## src/rtl/ldm_seq.sv

```systemverilog
// rtl/ldm_seq.sv - load/store-multiple sequencer (optional writeback via LDM_WB_EN)
module ldm_seq #(
  parameter  int NREGS = 16,
  parameter  int AW    = 32,
  localparam int IDXW  = $clog2(NREGS)
) (
  input  logic             clk,
  input  logic             reset,
  input  logic             start,
  input  logic [NREGS-1:0] list,
  input  logic [AW-1:0]    base,
  input  logic             up,
  input  logic             pre,
  input  logic             advance,
  output logic             busy,
  output logic             valid,
  output logic [IDXW-1:0]  idx,
  output logic [AW-1:0]    addr,
  output logic             last,
  output logic             done
`ifdef LDM_WB_EN
  ,
  output logic [AW-1:0]    wb_addr
`endif
);

  typedef enum logic {S_IDLE, S_RUN} state_t;

  state_t           r_state;
  state_t           w_next_state;
  logic [NREGS-1:0] r_list;
  logic [AW-1:0]    r_addr;
  logic             r_done;

  logic [IDXW:0]    w_cnt;
  logic [AW-1:0]    w_four_cnt;
  logic [AW-1:0]    w_lo_addr;
  logic [NREGS-1:0] w_list_rest;
  logic             w_one_left;
  logic             w_accept;
  logic             w_step;

  function automatic logic [IDXW:0] f_popcount(input logic [NREGS-1:0] l);
    logic [IDXW:0] c;
    c = '0;
    for (int i = 0; i < NREGS; i++) c = c + (IDXW+1)'(l[i]);
    return c;
  endfunction

  // Scan from the top so the last hit is the lowest set bit.
  function automatic logic [IDXW-1:0] f_lowest(input logic [NREGS-1:0] l);
    logic [IDXW-1:0] r;
    r = '0;
    for (int i = NREGS - 1; i >= 0; i--) if (l[i]) r = IDXW'(i);
    return r;
  endfunction

  assign w_cnt       = f_popcount(list);
  assign w_four_cnt  = AW'(w_cnt) << 2;
  // Clearing the lowest set bit retires the current transfer.
  assign w_list_rest = r_list & (r_list - NREGS'(1));
  assign w_one_left  = (r_list != '0) && (w_list_rest == '0);
  assign w_accept    = (r_state == S_IDLE) && start;
  assign w_step      = (r_state == S_RUN) && advance;

  // Lowest word address of the block; transfers always walk upward from here.
  always_comb begin
    w_lo_addr = base;
    case ({up, pre})
      2'b10:   w_lo_addr = base;
      2'b11:   w_lo_addr = base + AW'(4);
      2'b00:   w_lo_addr = base - w_four_cnt + AW'(4);
      default: w_lo_addr = base - w_four_cnt;
    endcase
  end

  // State register.
  always_ff @(posedge clk) begin
    if (reset) r_state <= S_IDLE;
    else       r_state <= w_next_state;
  end

  // Next state and transfer-status outputs.
  always_comb begin
    w_next_state = r_state;
    busy         = 1'b0;
    valid        = 1'b0;
    last         = 1'b0;
    case (r_state)
      S_IDLE: begin
        if (start && (list != '0)) w_next_state = S_RUN;
      end
      S_RUN: begin
        busy  = 1'b1;
        valid = 1'b1;
        last  = w_one_left;
        if (advance && w_one_left) w_next_state = S_IDLE;
      end
      default: w_next_state = S_IDLE;
    endcase
  end

  // Remaining list, current address and the completion pulse.
  always_ff @(posedge clk) begin
    if (reset) begin
      r_list <= '0;
      r_addr <= '0;
      r_done <= 1'b0;
    end else begin
      r_done <= (w_accept && (list == '0)) || (w_step && w_one_left);
      if (w_accept) begin
        r_list <= list;
        r_addr <= w_lo_addr;
      end else if (w_step) begin
        r_list <= w_list_rest;
        r_addr <= r_addr + AW'(4);
      end
    end
  end

`ifdef LDM_WB_EN
  logic [AW-1:0] r_wb_addr;

  // Final Rn value captured at start, so it is stable by the time done pulses.
  always_ff @(posedge clk) begin
    if (reset)         r_wb_addr <= '0;
    else if (w_accept) r_wb_addr <= up ? (base + w_four_cnt) : (base - w_four_cnt);
  end

  assign wb_addr = r_wb_addr;
`endif

  assign idx  = f_lowest(r_list);
  assign addr = r_addr;
  assign done = r_done;

endmodule

```

## config.mk

```make
export PLATFORM = sky130hd
export DESIGN_NAME = ldm_seq
export DESIGN_NICKNAME = d
export VERILOG_FILES = /design/src/rtl/ldm_seq.sv
export SDC_FILE = /design/constraint.sdc
export NUM_CORES = 1
export LEC_CHECK = 0
export CORE_ASPECT_RATIO = 1.5
export CORE_MARGIN = 1
export CORE_UTILIZATION = 39
export CTS_CLUSTER_SIZE = 12
export DETAILED_ROUTE_END_ITERATION = 12
export DONT_BUFFER_PORTS = 1
export PLACE_DENSITY = 0.63
export SLEW_MARGIN = 20
export SYNTH_ARGS = -nofsm -noshare
export SYNTH_HDL_FRONTEND = slang
export SYNTH_SLANG_ARGS = --single-unit
```

## constraint.sdc

```tcl
create_clock -name clk -period 8.5 [get_ports clk]
set_input_delay 0.85 -clock clk [delete_from_list [all_inputs] [get_ports clk]]
set_output_delay 0.85 -clock clk [all_outputs]
set_load 0.005 [all_outputs]
```

; Word-level counts from Yosys, hierarchy flattened
; Cells that the tools add are included.
; Widths: inputs -> output; s select.
[classes]
n_reduce_logical = 14
div_mod_pow = 0
eq_ne = 2
addsub = 20
mul = 0
n_bitwise = 2
shifts = 0
n_mux = 26
order_cmp = 0
[ops]
columns = operator, count
row1 = $add 32x3->32 const B, 3
row2 = $pmux 32 s3, 1
row3 = $mux 32, 2
row4 = $mux 4, 16
row5 = $add 5x1->5, 11
row6 = $logic_not 16->1, 2
row7 = $mux 16, 2
row8 = $reduce_bool 16->1, 2
row9 = $sub 32x7->32, 1
row10 = $and 16x16->16, 1
row11 = $sub 16x1->16 const B, 1
row12 = $logic_and 1x1->1, 7
row13 = $add 4x1->5, 1
row14 = $add 3x1->4, 1
row15 = $eq 2x2->1 const B, 2
row16 = $mux 1, 4
row17 = $add 2x1->3, 1
row18 = $add 1x1->2, 1
row19 = $logic_not 2->1, 1
row20 = $pmux 1 s2, 1
row21 = $reduce_bool 2->1, 1
row22 = $logic_or 1x1->1, 1
row23 = $not 1->1, 1
[totals]
mem_bits_rw = 0
mem_bits_ro = 0
reg_bits = 50
out_inout_bits = 40
latchBits = 0
elab_cells = 68
memories = 0

; Logic depth before layout (Yosys ltp)
[depth]
ltp_word = 19
depth_mapped = 24
depth_no_buf = 23

; Worst setup path after synthesis
; No wires, ideal clock.
[synth_timing]
kind = input -> register
startpoint = input list[0]
endpoint = register r_addr[29] (netlist: addr[29])
t_required_ps = 8434
stages = 21
arrival_ps = 6764
slack_ps = 1670
setup_time_ps = 66
path_cell_list = inv_1 fa_1 fa_1 fa_1 fa_1 inv_1 ha_1 inv_1 fa_1 ha_1 nor2b_1 o2111a_1 clkbuf_1 nor4_1 nand3b_1 a211oi_2 nand4_2 or4b_4 or4_1 nand3_1 a2bb2oi_2
[synth_between]
elab_chain_len = 19
[synth_lines]
columns = element, line
row1 = "start, declared", 10  ; input logic [NREGS-1:0] list,
row2 = $add 1x1->2 (*), 46  ; for (int i = 0; i < NREGS; i++) c = c + (IDXW+1)'(l[i]);
row3 = $add 2x1->3 (*), 46
row4 = $add 3x1->4 (*), 46
row5 = $add 4x1->5 (*), 46
row6 = $add 5x1->5 (*) (11 in series), 46
row7 = $sub 32x7->32 (*), "72, 73"
row8 = $add 32x3->32, 72  ; 2'b00: w_lo_addr = base - w_four_cnt + AW'(4);
row9 = $pmux 32 s3 (*), 69  ; case ({up, pre})
row10 = $mux 32 (*), 111  ; if (w_accept) begin
row11 = "end signal, assigned", 113  ; r_addr <= w_lo_addr;
row12 = "end signal, assigned", 116  ; r_addr <= r_addr + AW'(4);
row13 = "end, declared", 32  ; logic [AW-1:0] r_addr;
; Every way passes the cells marked *; elsewhere a longest branch is shown, timed or not.
; A chain may end at the register's enable or synchronous reset.

; Worst setup path in the final report
; Ends and elaborated chain as after synthesis.

==> flow_metrics.tcl <==
set metrics [dict create \
    status "finished, final reports clean" \
    cts_made_buffers 5 \
    cts_max_path_buffers 2 \
    fin_setup_tns_ns 0 \
    rsz0062_at_grt "no" \
    yosysTopAreaCell "dfxtp_1" \
    r2r_cells 8 \
    grtUsageTotal 0.239 \
    nets 876 \
    crit_path_end "addr[29]" \
    crit_path_end_kind "register" \
    firstDrtPassIters 5 \
    slew_viol_final 0 \
    cp.depth 22 \
    synth_nets 916 \
    drive_above_1_share 0.0666 \
    die_x_um 102 \
    num_rows 54 \
    crit_path_top_delay_cell "nor4_1" \
    via_per_inst 6.01 \
    synthCells 835 \
    peakVddDrop_mv 0.132 \
    ios 94 \
    overflow 0 \
    wirelength_mm 18.5 \
    synth_area_mm2 0.00590 \
    max_stage_delay_ns 0.68 \
    final_cell_mix "nand2_1, nor2_1, a21oi_1, dfxtp_1, o21ai_0" \
    cpLargestDelayFamily "simple AND/OR/NAND/NOR gates" \
    grt_pass1_vias 5776 \
    syn_area_per_cell_um2 7.07 \
    required_ns 8.73 \
    seqPwrFrac 0.259 \
    holdCritStartpoint "addr[0]" \
    ys_warn_count 0 \
    arrival_ns 7.48 \
    ctsResizeCount 0 \
    period_needed_ns 7.25 \
    clock-root-buffer "clkbuf_16" \
    synth_flop_cell "dfxtp_1" \
    seq_area_frac_synth 0.170 \
    mostFrequentLayoutCell "nand2_1" \
    setup-violations-final 0 \
    slew_headroom 0.276 \
    drc 0 \
    reg2reg_slack_ns 5.75 \
    cts_setup_buffers 0 \
    dp.cells 984 \
    synthTopCellsByArea "dfxtp_1, xnor2_1, nand2_1, a21oi_1, nor2_1" \
    regArea_mm2 0.00100 \
    synth-seq-cells 50 \
    combPwrFrac 0.544 \
    antenna_found_initial 0 \
    postRouteAntennaNets 0 \
    drt_iter0_markers 348 \
    path_clk_slew_ns 0.07 \
    yosysUniqueCellTypes 73 \
    p_clk_frac 0.197 \
    area_delta_synth_final_pct 4.39 \
    path_cells "inv_1 -> fa_1 -> fa_1 -> fa_1 -> fa_1 -> inv_1 -> ha_1 -> inv_1 -> fa_1 -> nor2b_1 -> o21ai_0 -> ha_1 -> nor4_4 -> nand3_2 -> nor4_1 -> nand3b_1 -> a211oi_2 -> nand4_2 -> or4b_4 -> or4_1 -> nand3_1 -> a2bb2oi_2" \
    diodes 0 \
    multi_input_area_mm2 0.00453 \
    clk_latency_ns 0.29 \
    ys_async_sr_fraction 0 \
    p_sw_mw 0.497 \
    core_area_mm2 0.0147 \
    vias 5958 \
    r2r-start "r_list[8]" \
    detail_route.wl_per_cell_um 18.7 \
    synth-edff-count 0 \
    fillers 1568 \
    finClkSkew_ns 0.00595 \
    fin_crit_sh 0.853 \
    finalHoldViolCount 0 \
    hold_class "register to register" \
    max_freq_mhz 138 \
    tightest_slew_ns 1.08 \
    max-cap-violations 0 \
    crit_type "input pin to register" \
    fin_cells 992 \
    crit_path_start_kind "input pin" \
    cts_tree "built" \
    internal_power_mw 0.619 \
    power_density_mw_per_mm2 181 \
    ctsHtreeMaxLevel 2 \
    globalplace.congestion 0.917 \
    dp_hpwl_mm 14.1 \
    swShare 0.446 \
    crit_path_frequent_cell "fa_1" \
    r2r-end "done" \
    die_y_um 153 \
    worst-path-buf-inv 3 \
    grt_max_degree 52 \
    leakagePower_nw 2.06 \
    clkSinkCount 50 \
    cp-startpoint "list[0]" \
    port_buffers 0 \
    hold_buffers 0 \
    synth_top_area_share 0.170 \
    grt_pass1_wl_mm 29.7 \
    cp_max_fo 10 \
    die-area_mm2 0.0156 \
    start_util 0.403 \
]
-- per-stage QoR --
step	area, um^2	util	power, mW	setup slack (ns)	hold WS [ns]
6_report	6160	0.420	1.12	1.25	0.465
4_1_cts	6160	0.420	1.12	1.27	0.471
3_5_place_dp	6000	0.409	0.896	0.976	0.462
5_1_grt	6160	0.420	1.20	0.881	0.507
3_3_place_gp	6000	0.409	0.890	1.11	0.460
2_1_floorplan	5900	-	0.770	1.67	0.453
-- cells in the mapped netlist, types with 5 or more instances --
| cell type | count |
|---|---|
| o22ai_1 | 5 |
| dfxtp_1 | 50 |
| a2111oi_0 | 5 |
| buf_1 | 5 |
| o211ai_1 | 14 |
| mux2i_1 | 5 |
| nor4_1 | 18 |
| nand3b_1 | 8 |
| nor3_1 | 36 |
| ha_1 | 16 |
| inv_1 | 42 |
| o21ai_0 | 43 |
| nor2b_1 | 8 |
| clkbuf_1 | 47 |
| xor2_1 | 33 |
| a211oi_1 | 25 |
| xnor2_1 | 40 |
| nor4_4 | 5 |
| nand4_1 | 18 |
| or4_1 | 6 |
| o21a_1 | 6 |
| a31oi_1 | 16 |
| fa_1 | 11 |
| and3_1 | 9 |
| a21oi_1 | 65 |
| nor3b_1 | 7 |
| or2_2 | 9 |
| nor2_1 | 80 |
| nand2_1 | 90 |
| nand3_1 | 25 |
| or3_1 | 7 |
-- registers in the layout (all words and copies together), names as in the netlist --
register / flops
addr: 32
r_state: 1
r_list: 16
done: 1
-- power groups by stage --
stage / Combinational, mW / Clock, mW / Sequential [mW]
floorplan: 0.489 / 0 / 0.282
finish: 0.608 / 0.220 / 0.289
detailed placement: 0.602 / 0 / 0.294
global route: 0.678 / 0.234 / 0.292
global placement: 0.596 / 0 / 0.294
CTS: 0.604 / 0.226 / 0.289
-- how the worst min path moves through the flow --
stage	cells after the start	slack (ns)	endpoint
5_1_grt	2	0.51	addr[0]
6_report	2	0.46	addr[0]
2_1_floorplan	2	0.45	addr[0]
3_5_place_dp	2	0.46	addr[0]
4_1_cts	2	0.47	addr[0]
3_3_place_gp	2	0.46	addr[0]
-- layer usage --
layer	up-vias	part of all wire	global-route usage
met1	2783	0.40	0.267
li1	2961	-	-
met4	0	0.036	0.115
met2	177	0.50	0.422
met3	37	0.065	0.0472
met5	-	0	0
-- layout make-up --
type                    instances  share of cell area
multi-input cells             687               0.734
flip-flops and latches         50               0.162
well taps                     196              0.0398
clock buffers                   8              0.0270
inverters                      42              0.0256
repair buffers                  9              0.0110
-- worst register-to-register path: cells and delay by family (launching register included) --
family	cells	cell delay, ns
simple gates	4	1.37
compound gates	4	0.92
flops	1	0.39
-- cell families after synthesis --
family,synth area share
buf+inv,0.0657
compound gates,0.250
flops,0.170
simple gates,0.322
mux,0.0104
xor+xnor,0.108
fa+ha+maj,0.0746
(Power assumes the default switching activity.)
